## src/rtl/npu_mmio_slave_pkg.sv

```systemverilog
// Shared types for the NPU MMIO slave: FSM states, region index type,
// bus transfer and response encodings, and a small transfer helper.
package pkg_npu_mmio;

  // Upper bound on decoded regions; the region index is sized for it.
  localparam int MaxRegion  = 8;
  localparam int RegionIdxW = 3;

  typedef logic [RegionIdxW-1:0] region_idx_t;

  // Bus transfer type encoding.
  typedef enum logic [1:0] {
    TRANS_IDLE   = 2'b00,
    TRANS_BUSY   = 2'b01,
    TRANS_NONSEQ = 2'b10,
    TRANS_SEQ    = 2'b11
  } trans_e;

  // Bus response encoding.
  typedef enum logic {
    RESP_OKAY  = 1'b0,
    RESP_ERROR = 1'b1
  } resp_e;

  // Data-phase state of the slave.
  typedef enum logic [2:0] {
    ST_IDLE  = 3'd0,
    ST_WRITE = 3'd1,
    ST_READ  = 3'd2,
    ST_ERR1  = 3'd3,
    ST_ERR2  = 3'd4
  } state_e;

  // NONSEQ and SEQ carry a real access; IDLE and BUSY are no-ops.
  function automatic logic is_active_trans(logic [1:0] trans);
    return (trans == TRANS_NONSEQ) || (trans == TRANS_SEQ);
  endfunction

endpackage

```

## src/rtl/npu_mmio_slave_decoder.sv

```systemverilog
// Region decoder: compares the address tag against the base tag and
// reports a hit plus the region index when the address falls in one of
// the NumRegion consecutive windows starting at BaseAddr.
module npu_mmio_decoder
  import pkg_npu_mmio::*;
#(
  parameter int                DWidth    = 32,
  parameter int                NumRegion = 4,
  parameter int                RegionWin = 15,
  parameter logic [DWidth-1:0] BaseAddr  = 'h0000_8000
) (
  input  logic [DWidth-1:0] addr_i,
  output logic              hit_o,
  output region_idx_t       region_o
);

  localparam int TagW = DWidth - RegionWin;
  localparam logic [TagW-1:0] BaseTag = BaseAddr[DWidth-1:RegionWin];
  localparam logic [TagW-1:0] NumTag  = TagW'(NumRegion);

  logic [TagW-1:0] tag_diff;

  // Addresses below the base wrap to a huge difference and miss.
  always_comb begin
    tag_diff = addr_i[DWidth-1:RegionWin] - BaseTag;
    hit_o    = (tag_diff < NumTag);
    region_o = tag_diff[RegionIdxW-1:0];
  end

endmodule

```

## src/rtl/npu_mmio_slave.sv

```systemverilog
// NPU MMIO slave: accepts pipelined bus address phases, decodes them to
// one of NumRegion memory regions and drives one-hot write/read enables,
// inserting RdLatency wait states on reads.
// Optional feature macro: NPU_MMIO_ERR_RESP_EN -- when defined, unmapped
// accesses get a two-cycle ERROR response; otherwise they complete in one
// OKAY cycle with read data 0 and writes dropped.
module npu_mmio_slave
  import pkg_npu_mmio::*;
#(
  parameter int                DWidth    = 32,
  parameter int                NumRegion = 4,
  parameter int                RegionWin = 15,
  parameter logic [DWidth-1:0] BaseAddr  = 'h0000_8000,
  parameter int                RdLatency = 1
) (
  input  logic                          clk_i,
  input  logic                          rst_ni,
  input  logic                          sel_i,
  input  logic [1:0]                    trans_i,
  input  logic                          ready_i,
  input  logic                          write_i,
  input  logic [DWidth-1:0]             addr_i,
  input  logic [DWidth-1:0]             wdata_i,
  input  logic [NumRegion*DWidth-1:0]   rdata_i,
  output logic [NumRegion-1:0]          wen_o,
  output logic [NumRegion-1:0]          ren_o,
  output logic [DWidth-1:0]             addr_o,
  output logic [DWidth-1:0]             wdata_o,
  output logic [DWidth-1:0]             rdata_o,
  output logic                          resp_o,
  output logic                          ready_o
);

  localparam logic [1:0] RdLatCnt = 2'(RdLatency);

  // Registered state and outputs.
  state_e              state_q;
  logic [NumRegion-1:0] wen_q;
  logic [NumRegion-1:0] ren_q;
  logic [DWidth-1:0]   addr_q;
  logic [DWidth-1:0]   rdata_q;
  resp_e               resp_q;
  logic                ready_q;
  logic [1:0]          cnt_q;
  region_idx_t         region_q;

  // Address-phase decode and launch values.
  logic                 dec_hit;
  region_idx_t          dec_region;
  logic                 accept;
  logic [NumRegion-1:0] launch_oh;
  logic [DWidth-1:0]    offset;

  // Read data path.
  logic [DWidth-1:0]    rdata_arr [MaxRegion];
  logic [DWidth-1:0]    rdata_sel;
  logic                 rd_done;

  npu_mmio_decoder #(
    .DWidth   (DWidth),
    .NumRegion(NumRegion),
    .RegionWin(RegionWin),
    .BaseAddr (BaseAddr)
  ) u_decoder (
    .addr_i  (addr_i),
    .hit_o   (dec_hit),
    .region_o(dec_region)
  );

  // Unpack the per-region read buses; unused region slots read as zero so
  // the full-width region index can select without range issues.
  for (genvar gi = 0; gi < MaxRegion; gi++) begin : g_rdata
    if (gi < NumRegion) begin : g_used
      assign rdata_arr[gi] = rdata_i[gi*DWidth +: DWidth];
    end else begin : g_unused
      assign rdata_arr[gi] = '0;
    end
  end

  // One-hot enable for the region being decoded in the address phase.
  for (genvar gi = 0; gi < NumRegion; gi++) begin : g_onehot
    assign launch_oh[gi] = (dec_region == region_idx_t'(gi));
  end

  // A new access is taken only while the current data phase completes.
  always_comb begin
    accept    = sel_i && ready_i && ready_q && is_active_trans(trans_i);
    offset    = {{(DWidth-RegionWin){1'b0}}, addr_i[RegionWin-1:0]};
    rdata_sel = rdata_arr[region_q];
    rd_done   = (state_q == ST_READ) && ready_q;
  end

  // Data-phase FSM with registered enables, address, response and ready.
  always_ff @(posedge clk_i or negedge rst_ni) begin
    if (!rst_ni) begin
      state_q  <= ST_IDLE;
      wen_q    <= '0;
      ren_q    <= '0;
      addr_q   <= '0;
      rdata_q  <= '0;
      resp_q   <= RESP_OKAY;
      ready_q  <= 1'b1;
      cnt_q    <= '0;
      region_q <= '0;
    end else begin
      // Enables are single-cycle pulses unless relaunched below.
      wen_q <= '0;
      ren_q <= '0;
      // Remember the value handed to the master on read completion.
      if (rd_done) begin
        rdata_q <= rdata_sel;
      end

      if ((state_q == ST_READ) && !ready_q) begin
        // Read wait states: ready rises when the counter runs out.
        cnt_q   <= cnt_q - 2'd1;
        ready_q <= (cnt_q == 2'd1);
      end
`ifdef NPU_MMIO_ERR_RESP_EN
      else if (state_q == ST_ERR1) begin
        state_q <= ST_ERR2;
        resp_q  <= RESP_ERROR;
        ready_q <= 1'b1;
      end
`endif
      else if (accept) begin
        addr_q   <= offset;
        region_q <= dec_region;
        if (dec_hit && write_i) begin
          state_q <= ST_WRITE;
          wen_q   <= launch_oh;
          resp_q  <= RESP_OKAY;
          ready_q <= 1'b1;
        end else if (dec_hit) begin
          state_q <= ST_READ;
          ren_q   <= launch_oh;
          resp_q  <= RESP_OKAY;
          cnt_q   <= RdLatCnt;
          ready_q <= (RdLatency == 0);
        end else begin
`ifdef NPU_MMIO_ERR_RESP_EN
          state_q <= ST_ERR1;
          resp_q  <= RESP_ERROR;
          ready_q <= 1'b0;
`else
          // Unmapped: the idle outputs already form an OKAY zero-wait
          // completion; a read returns zero by clearing the held data.
          state_q <= ST_IDLE;
          resp_q  <= RESP_OKAY;
          ready_q <= 1'b1;
          if (!write_i) begin
            rdata_q <= '0;
          end
`endif
        end
      end else begin
        state_q <= ST_IDLE;
        resp_q  <= RESP_OKAY;
        ready_q <= 1'b1;
      end
    end
  end

  // Read data is live only in the completing cycle, held otherwise.
  always_comb begin
    rdata_o = rd_done ? rdata_sel : rdata_q;
  end

  assign wen_o   = wen_q;
  assign ren_o   = ren_q;
  assign addr_o  = addr_q;
  assign wdata_o = wdata_i;
  assign resp_o  = resp_q;
  assign ready_o = ready_q;

endmodule

```

## config.mk

```make
export PLATFORM = sky130hd
export DESIGN_NAME = npu_mmio_slave
export DESIGN_NICKNAME = d
export VERILOG_FILES = /design/src/rtl/npu_mmio_slave_pkg.sv /design/src/rtl/npu_mmio_slave_decoder.sv /design/src/rtl/npu_mmio_slave.sv
export SDC_FILE = /design/constraint.sdc
export NUM_CORES = 1
export LEC_CHECK = 0
export BUFFER_PORTS_ARGS = -buffer_cell sky130_fd_sc_hd__buf_2
export CAP_MARGIN = 20
export CORE_MARGIN = 1.5
export CORE_UTILIZATION = 25
export CTS_CLUSTER_SIZE = 20
export DETAILED_ROUTE_END_ITERATION = 16
export HOLD_SLACK_MARGIN = 0.12
export SLEW_MARGIN = 20
export SYNTH_ARGS = -nofsm -noshare
export SYNTH_HDL_FRONTEND = slang
export SYNTH_SLANG_ARGS = --single-unit
```

## constraint.sdc

```tcl
create_clock -name clk_i -period 2.4 [get_ports clk_i]
set_input_delay 0.48 -clock clk_i [delete_from_list [all_inputs] [get_ports clk_i]]
set_output_delay 0.48 -clock clk_i [all_outputs]
set_load 0.005 [all_outputs]
```

==> out/qor.csv, run 1 <==
stage,metric,value,unit
layout,"Design Area, Final",5628,um^2
sta,Setup WS post-layout,0.01474,ns
critical_path,Slowest cell on crit path,mux4_2,
global_route,initial antenna violation count,1,
synth,post-synth cell types,41,
die,Die Y,129.5,um
drt,post-route ant nets,0,
die,Die X,129.5,um
clock_tree,Clock Path Buffers,2,
drt,Vias/cell,4.592,
power_and_ir_drop,pwr/cell area,585.5,nW/um^2
drt,routed wire length,12.60,mm
clock_tree,clk root buf,clkbuf_16,
drt,WL/cell,16.14,um
synth,Syn Inst Count,351,
critical_path,Reg-to-Reg Start,ready_o,
global_route,pin count of the biggest net entering global routing,34,
sta,min Tclk post-route,2.385,ns
drt,# DRC,0,
critical_path,Buf/Inv on CP,2,
die,Core Area,15770,um^2
critical_path,worst-path fanout max,8,
critical_path,crit end category,primary output,
drt,First-pass DRT Iterations,4,
drt,Initial DRC Count,124,
sta,RSZ-0062 raised after global routing,true,
place,DP Area,5154,um^2
outcome,status,"finished, final reports clean",
global_route,GRT overflow,0,
clock_tree,clk slew on worst S/H paths,0.06,ns
run,max-cap check violation count,0,
die,row cnt,46,
clock_tree,Num CTS Buffers,9,
power_and_ir_drop,Total Power,0.003295,W
layout,layout cells sized above 1,0.5621,
synth,Mean Syn Cell Area,11.39,um^2
synth,Synth Register Bits,63,
drt,vias,3586,
place,input/output buffers,221,
clock_tree,CTS sink count,63,
critical_path,crit-path leading delay family,multiplexers,
sta,Hold Fails Final Rpt,0,
place,post-place setup slack,-0.05456,ns
die,Starting Density,0.2535,
synth,post-synthesis sequential area ratio,0.3947,
critical_path,CP Cell Sequence,bufbuf_16 -> mux4_2 -> a22o_1 -> buf_2,
global_route,number of global-route vias before repair,3597,
synth,Area contributors post-synth,"dfrtp_1 (39%), mux4_2 (18%), buf_4 (9.4%)",
critical_path,WS Path Type,reg -> out,
die,die footprint,16760,um^2
layout,post-layout net count,764,
layout,"most common cell after layout, fill and taps aside",buf_2,
min_path,hold path startpoint,addr_i[1],
layout,"commonest non-fill, non-tap cells in the layout","buf_2 (221), dfrtp_1 (61), nand2_1 (53), a22o_1 (33), mux4_2 (32)",
min_path,Min-Delay Path Class,in -> reg,
synth,Synth Cell Area,3998,um^2
sta,Final Skew,0.01077,ns
sta,Slew headroom,0.6524,
critical_path,Critical Path Source,region_q[0],
sta,Finish-stage setup viols,0,
synth,top-area cell type share of the netlist area,0.3881,
sta,Tcrit/Tclk final,0.9939,
global_route,first-pass GRT wire length,18.21,mm
sta,fmax,419.2,MHz
synth,synth warn,0,
die,I/O Pins,305,
place,post-DP HPWL,9.087,mm
clock_tree,CTS tree,done,
critical_path,"Req. time, crit path",1.92,ns
critical_path,Worst setup SP type,flop,
global_route,GRT Total Usage,0.1449,
critical_path,Critical Path Max Stage Delay,0.51,ns
place,routability cong.,0.8289,
layout,Final Util,0.3569,
critical_path,CP Data Arrival Time,1.91,ns
layout,area grow syn2layout,40.78,%
clock_tree,H-tree depth,3,
clock_tree,"Clk Latency, worst-skew pair",0.33,ns
sta,Slew @ Worst Pin,0.5182,ns
sta,"Slew Viols, Final",0,
synth,leading area contributor after synthesis,dfrtp_1,
power_and_ir_drop,VDD IR-drop max,265.6,uV
power_and_ir_drop,Pleak,2.874,nW
## metrics by stage
step	TNS (ns)	cells	hold WS (ns)
6_report	0	781	0.3316
5_1_grt	-0.7103	780	0.3424
4_1_cts	-0.3797	776	0.3134
3_5_place_dp	-0.2291	751	0.4652
3_3_place_gp	0	751	0.4506
2_1_floorplan	0	368	0.1844
## layer usage
layer	part of all wire	GRT usage
met3	0.071	0.04129
met4	0.020	0.06667
met5	0	0
met2	0.50	0.2450
met1	0.41	0.1709
## kinds of logic after synthesis
family	synth area share
compound gates	0.1668
fa+ha+maj	0.01878
buf+inv	0.1277
flops	0.3947
mux	0.1831
other cells	0.0009381
simple gates	0.1080
## final cells by class
class                           instances  area (um^2)
Antenna cell                            1        2.502
Multi-Input combinational cell        226         1983
Inverter                                6        22.52
Sequential cell                        63         1579
Clock inverter                          3        42.54
Timing Repair Buffer                  253         1468
Clock buffer                           13        260.3
Fill cell                            1659        10140
Tap cell                              216        270.3
## worst register-to-register path, cell delays in order, from the launching register on
cell and delay (ns):
dfstp_2 0.58, nand4_1 0.20, nor2_4 0.14, nor4b_1 0.35
o2111ai_2 0.25, buf_4 0.21, nor2_1 0.10
## report_power, final
part / internal (W) / switching [W] / total (W)
sequential: 0.00113 / 0.0000352 / 0.00117
clock: 0.000859 / 0.000467 / 0.00133
combinational: 0.000472 / 0.000332 / 0.000804
## cells in the mapped netlist (all sizes together)
cell type / n
conb: 1
ha: 6
nand2: 53
nor2: 11
nand3b: 1
nor3b: 1
o21a: 2
o2111ai: 2
mux2: 1
o31a: 2
and2: 1
nor4: 7
clkbuf: 17
nand3: 1
or3b: 2
dfstp: 1
a21oi: 1
o31ai: 1
a21boi: 32
o22ai: 1
clkinv: 1
nor4b: 1
a211oi: 1
inv: 5
or2: 3
a22o: 33
buf: 56
nand2b: 5
nand4: 1
dfrtp: 62
mux4: 32
or3: 3
o21ai: 2
nor3: 2
## final timing paths
check | endpoint | slack [ns] | cells past startpoint
setup reg to reg | ren_o[2] | 0.51 | 6
hold reg to reg | addr_o[2] | 0.47 | 2
max in group asynchronous | rdata_q[7] | 0.97 | 3
setup / recovery | rdata_o[18] | 0.01 | 4
hold / removal | addr_o[1] | 0.33 | 3
min in group asynchronous | rdata_q[21] | 0.65 | 2
## repair_timing
action	in CTS	in global routing
gates resized for setup	2	1
endpoints found under the hold margin	18	0
setup endpoints to repair	31	31
hold buffers	1	0
setup buffers	5	4
gates cloned	3	0
pin swaps	5	17
## flip-flops by register name (all words and copies together) (netlist names)
signal / flops
wen_o: 4
cnt_q: 2
ren_o: 4
region_q: 3
ready_o: 1
state_q: 2
rdata_q: 32
addr_o: 15
(Power assumes the default switching activity.)
==> run 2, diff against run 1 <==
- CORE_MARGIN: 1.5 -> 2
==> run 2 against run 1 <==
Via count down 1.1%. Largest cell class unchanged. Critical path type unchanged. Critical path depth increased by 1. Die area rose by 1.6%. Utilization decreased by 0.48 points. Largest power group unchanged. Critical endpoint is now rdata_o[31]. Wire length shrank 0.24%.
==> out/qor.csv, run 2 (synthesis results as in run 1) <==
stage,metric,value,unit
critical_path,Critical R2R Capture,cnt_q[0],
sta,Final Skew,0.008213,ns
critical_path,Worst setup SP type,flop,
global_route,initial antenna violation count,0,
clock_tree,H-tree depth,3,
layout,antenna fix cells,0,
sta,Tcrit/Tclk final,0.9833,
clock_tree,CTS sink count,63,
critical_path,Reg2Reg Depth,6,
die,Die Y,130.5,um
drt,routed wire length,12.57,mm
global_route,number of global-route vias before repair,3554,
layout,max reg flops,32,
drt,post-route ant nets,0,
die,Die X,130.5,um
power_and_ir_drop,Pleak,2.821,nW
critical_path,Reg-to-Reg Start,ready_o,
power_and_ir_drop,pwr/cell area,595.5,nW/um^2
sta,fmax,423.8,MHz
outcome,status,"finished, final reports clean",
place,post-DP HPWL,9.225,mm
clock_tree,Num CTS Buffers,9,
sta,min Tclk post-route,2.360,ns
die,die footprint,17020,um^2
place,post-place setup slack,-0.008465,ns
drt,Initial DRC Count,121,
die,Core Area,15770,um^2
sta,Setup WS post-layout,0.04014,ns
power_and_ir_drop,VDD IR-drop max,280.9,uV
sta,"Slew Viols, Final",0,
critical_path,crit end category,primary output,
drt,# DRC,0,
layout,"commonest non-fill, non-tap cells in the layout","buf_2 (220), dfrtp_1 (61), nand2_1 (53), a22o_1 (33), mux4_2 (32)",
die,Starting Density,0.2535,
clock_tree,Post-CTS Hold Buffers,0,
sta,Hold Fails Final Rpt,0,
clock_tree,Clock Path Buffers,2,
place,routability cong.,0.8187,
layout,"Most flops, register",rdata_q,
layout,area of the multi-input gates,1988,um^2
critical_path,CP Data Arrival Time,1.88,ns
die,row cnt,46,
sta,RSZ-0062 raised after global routing,true,
drt,Vias/cell,4.606,
layout,fillers,1644,
sta,Finish-stage setup viols,0,
drt,First-pass DRT Iterations,4,
clock_tree,clk slew on worst S/H paths,0.06,ns
critical_path,WS Path Type,reg -> out,
layout,FF+latch area,1579,um^2
run,max-cap check violation count,0,
critical_path,"Req. time, crit path",1.92,ns
sta,final hold slack,0.2614,ns
sta,Slew @ Worst Pin,0.8221,ns
clock_tree,CTS tree,done,
global_route,GRT overflow,0,
critical_path,R2R Setup Slk,0.48,ns
drt,vias,3547,
die,I/O Pins,305,
layout,post-layout net count,755,
min_path,Min-Delay Path Class,in -> async,
layout,"most common cell after layout, fill and taps aside",buf_2,
layout,layout cells sized above 1,0.5560,
drt,WL/cell,16.33,um
global_route,GRT Total Usage,0.1360,
clock_tree,"Clk Latency, worst-skew pair",0.33,ns
global_route,pin count of the biggest net entering global routing,64,
critical_path,worst-path fanout max,6,
clock_tree,clk root buf,clkbuf_16,
layout,area grow syn2layout,38.87,%
place,input/output buffers,221,
sta,Sum Neg Setup Slack,0,ns
global_route,first-pass GRT wire length,17.77,mm
sta,Slew headroom,0.4519,
-- run 2: changes by cell type in the layout (fill, tap and decap cells not counted), moves of 2 or more --
cell / change
clkbuf_16: +2
buf_4: -8
buf_16: -2
clkbuf_8: -2
-- run 2: layer usage --
layer  global-route usage  share of wire  vias up
li1                     -              -     1613
met1               0.1603           0.42     1754
met2               0.2374           0.50      163
met3              0.03542          0.064       17
met4              0.05382          0.017        0
met5                    0              0        -
-- run 2: stage by stage --
stage,std cells,utilization,instance area [um^2],total power (W)
3_3_place_gp,750,0.3260,5141,0.001883
5_1_grt,770,0.3520,5552,0.003481
4_1_cts,766,0.3461,5458,0.003298
2_1_floorplan,368,-,4061,0.001644
3_5_place_dp,750,0.3260,5141,0.001908
6_report,770,0.3520,5552,0.003306
-- run 2: where the power goes --
part / leakage (nW) / switching [W] / internal [W]
logic: 1.83 / 0.000336 / 0.000449
registers: 0.846 / 0.0000332 / 0.00113
clock network: 0.146 / 0.000456 / 0.000901
-- run 2: what timing repair did --
| item | 4_1_cts | 5_1_grt |
|---|---|---|
| buffers inserted | 1 | 1 |
| setup endpoints to repair | 24 | 20 |
| pin swaps | 1 | 16 |
| gates cloned | 0 | 3 |
| resized for setup | 1 | 3 |
-- run 2: final cells by class --
cell class / count / area share
clock buffer: 11 / 0.04192
clock inverter: 4 / 0.01307
inverter: 6 / 0.004057
multi-input combinational: 226 / 0.3581
sequential: 63 / 0.2844
tap: 216 / 0.04868
timing repair buffer: 244 / 0.2497
-- run 2: worst max-delay path by stage --
| stage | start | to | slack (ns) | cells past startpoint |
|---|---|---|---|---|
| detailed placement | addr_i[19] | wen_o[1] | -0.008 | 6 |
| global placement | addr_i[15] | cnt_q[0] | 0.04 | 10 |
| finish | region_q[0] | rdata_o[31] | 0.04 | 5 |
| floorplan | addr_i[15] | cnt_q[1] | 0.17 | 7 |
| CTS | region_q[0] | rdata_o[11] | 0.02 | 4 |
| global route | region_q[0] | rdata_o[31] | -0.02 | 5 |
-- run 2: worst max-delay path: stages (launching register included) --
cell and delay [ns]:
dfrtp_2 0.37, buf_12 0.14, clkbuf_16 0.17, mux4_2 0.51, a22o_1 0.21, buf_2 0.14
==> run 3, diff against run 2 <==
- SYNTH_HIERARCHICAL: not set -> 1
==> run 3 against run 2 <==
Power increased by 0.54%. Critical path depth unchanged. Clock skew about the same. Non-clock buffer count decreased by 8. Fmax decreased by 0.46%. Global-route usage decreased by 0.31 points. Worst hold slack got worse by 0.077 ns.
==> out/qor.csv, run 3 <==
stage,metric,value,unit
die,Core Area,15830,um^2
power_and_ir_drop,sw frac,0.2619,
drt,vias,3354,
power_and_ir_drop,Combinational Power Share,0.257,
global_route,GRT overflow,0,
outcome,status,"finished, final reports clean",
critical_path,Critical Path Max Stage Delay,0.60,ns
power_and_ir_drop,VDD IR-drop max,270.8,uV
synth,Synth Area in Compound Gates,0.1127,
die,die footprint,17160,um^2
drt,Initial DRC Count,87,
drt,# DRC,0,
sta,Finish-stage setup viols,0,
sta,RSZ-0062 raised after global routing,true,
sta,"Slew Viols, Final",0,
critical_path,crit-path leading delay family,multiplexers,
clock_tree,clk slew on worst S/H paths,0.06,ns
synth,Mean Syn Cell Area,11.96,um^2
layout,layout cells sized above 1,0.6287,
clock_tree,"Clk Latency, worst-skew pair",0.33,ns
global_route,GRT Total Usage,0.1329,
drt,Vias/cell,4.460,
drt,First-pass DRT Iterations,4,
sta,min Tclk post-route,2.371,ns
power_and_ir_drop,pwr/cell area,612.1,nW/um^2
power_and_ir_drop,switching power,0.0008704,W
power_and_ir_drop,sequential share of power,0.356,
synth,Syn Inst Count,337,
die,I/O Pins,305,
sta,fmax,421.8,MHz
clock_tree,Clock Path Buffers,2,
place,post-place setup slack,-0.1711,ns
synth,adder-cell share of the synthesized area,0.006207,
critical_path,Buf/Inv on CP,3,
synth,XOR/XNOR share of the synthesized area,0.004345,
drt,WL/cell,15.93,um
sta,Tcrit/Tclk final,0.9879,
clock_tree,H-tree depth,3,
layout,"most common cell after layout, fill and taps aside",buf_2,
synth,number of synthesized flops with an enable pin,0,
synth,leading area contributor after synthesis,dfrtp_1,
critical_path,"Req. time, crit path",1.92,ns
layout,"commonest non-fill, non-tap cells in the layout","buf_2 (221), dfrtp_1 (60), nor2_1 (42), inv_1 (37)",
sta,Slew headroom,0.5487,
synth,post-synth cell types,42,
clock_tree,CTS sink count,63,
global_route,initial antenna violation count,2,
place,input/output buffers,221,
layout,"Most flops, register",rdata_q,
global_route,number of global-route vias before repair,3408,
min_path,Min-Delay Path Class,in -> async,
global_route,pin count of the biggest net entering global routing,34,
die,Starting Density,0.2547,
layout,area grow syn2layout,34.70,%
synth,most instantiated library cell after synthesis,dfrtp_1,
drt,post-route ant nets,0,
sta,Final Skew,0.007896,ns
die,Die X,131.0,um
critical_path,CP Data Arrival Time,1.89,ns
power_and_ir_drop,internal power,0.002453,W
critical_path,Worst setup SP type,flop,
critical_path,crit end category,primary output,
critical_path,CP Cell Sequence,buf_12 -> mux4_1 -> a22oi_2 -> inv_1 -> buf_2,
sta,Hold Fails Final Rpt,0,
synth,ys async rst share,1.000,
power_and_ir_drop,Pleak,2.909,nW
die,Die Y,131.0,um
global_route,first-pass GRT wire length,16.92,mm
synth,simple-gate share of the synthesized area,0.08783,
sta,Slew @ Worst Pin,0.6770,ns
layout,max reg flops,32,
clock_tree,CTS tree,done,
synth,Commonest cells post-synth,"dfrtp_1 (62), buf_4 (53), nor2_1 (42)",
synth,Synth Register Bits,63,
clock_tree,clk root buf,clkbuf_16,
synth,synth warn,6,
critical_path,WS Path Type,reg -> out,
synth,top-area cell type share of the netlist area,0.3849,
power_and_ir_drop,clock power share,0.387,
run,max-cap check violation count,0,
synth,post-synthesis sequential area ratio,0.3914,
synth,Main synth FF type,dfrtp_1,
place,routability cong.,0.8200,
synth,Synth Cell Area,4031,um^2
place,post-DP HPWL,9.455,mm
sta,Setup WS post-layout,0.02913,ns
synth,Area contributors post-synth,"dfrtp_1 (38%), mux4_2 (17%), buf_4 (9.9%)",
drt,routed wire length,11.98,mm
critical_path,worst-path fanout max,20,
synth,multiplexer share of the synthesized area,0.2309,
synth,largest family of logic cells by synthesized area,multiplexers,
die,row cnt,46,
layout,Final Util,0.3431,
layout,antenna fix cells,0,
clock_tree,Num CTS Buffers,9,
layout,fillers,1596,
layout,post-layout net count,732,
critical_path,Slowest cell on crit path,mux4_1,
==> run 3: timing repair <==
| item | 4_1_cts | 5_1_grt |
|---|---|---|
| pin swaps | 0 | 8 |
| hold buffers | 0 | 0 |
| setup buffers | 0 | 0 |
| setup endpoints to repair | 14 | 29 |
| gates resized for setup | 3 | 4 |
==> run 3: final timing paths <==
| kind | cells past startpoint | from | end | slack (ns) |
|---|---|---|---|---|
| hold reg to reg | 1 | addr_o[6] | addr_o[6] | 0.50 |
| setup reg to reg | 4 | region_q[0] | rdata_q[29] | 0.83 |
| max in group asynchronous | 2 | rst_ni | addr_o[7] | 1.60 |
| setup / recovery | 5 | region_q[0] | rdata_o[29] | 0.03 |
| hold / removal | 1 | rst_ni | rdata_q[6] | 0.18 |
| min in group clk_i | 2 | addr_i[13] | addr_o[13] | 0.38 |
==> run 3: cell type report <==
type                       instances  area, um^2  area share
multi-input combinational        184        1868      0.3440
sequential                        63        1580      0.2910
timing repair buffer             236        1280      0.2357
tap                              216       270.3     0.04977
clock buffer                      13       250.2     0.04608
inverter                          37       138.9     0.02558
clock inverter                     3       42.54    0.007834
==> run 3: logic make-up after synthesis <==
kind of cell	Yosys count
other	1
adders and majority gates	2
and+or+nand+nor	71
muxes	50
AOI/OAI and AO/OA	41
DFF	63
xor gates and xnor gates	2
buffers and inverters	107
==> run 3: through the flow <==
stage	instances	area, um^2	setup TNS [ns]	hold slack (ns)	total power [W]
floorplan	354	4095	0	0.1844	0.001795
global placement	736	5107	0	0.4846	0.002025
detailed placement	736	5107	-3.261	0.4879	0.002048
CTS	752	5414	-0.09158	0.1826	0.003386
global route	752	5430	-0.6680	0.2255	0.003499
finish	752	5430	0	0.1840	0.003324
==> run 3: power groups by stage <==
stage,registers [W],logic [W],clock network [W]
final,0.00118,0.000854,0.00129
after global routing,0.00119,0.000930,0.00138
after CTS,0.00118,0.000860,0.00134
after detailed placement,0.00120,0.000849,0
after global placement,0.00120,0.000830,0
after floorplan,0.00119,0.000602,0
==> run 3: metal layers <==
| metal | up-vias | part of all wire | track usage |
|---|---|---|---|
| met2 | 198 | 0.52 | 0.2466 |
| met4 | 4 | 0.027 | 0.07009 |
| met3 | 40 | 0.094 | 0.03664 |
| li1 | 1524 | - | - |
| met1 | 1588 | 0.36 | 0.1352 |
| met5 | - | 0.0028 | 0 |
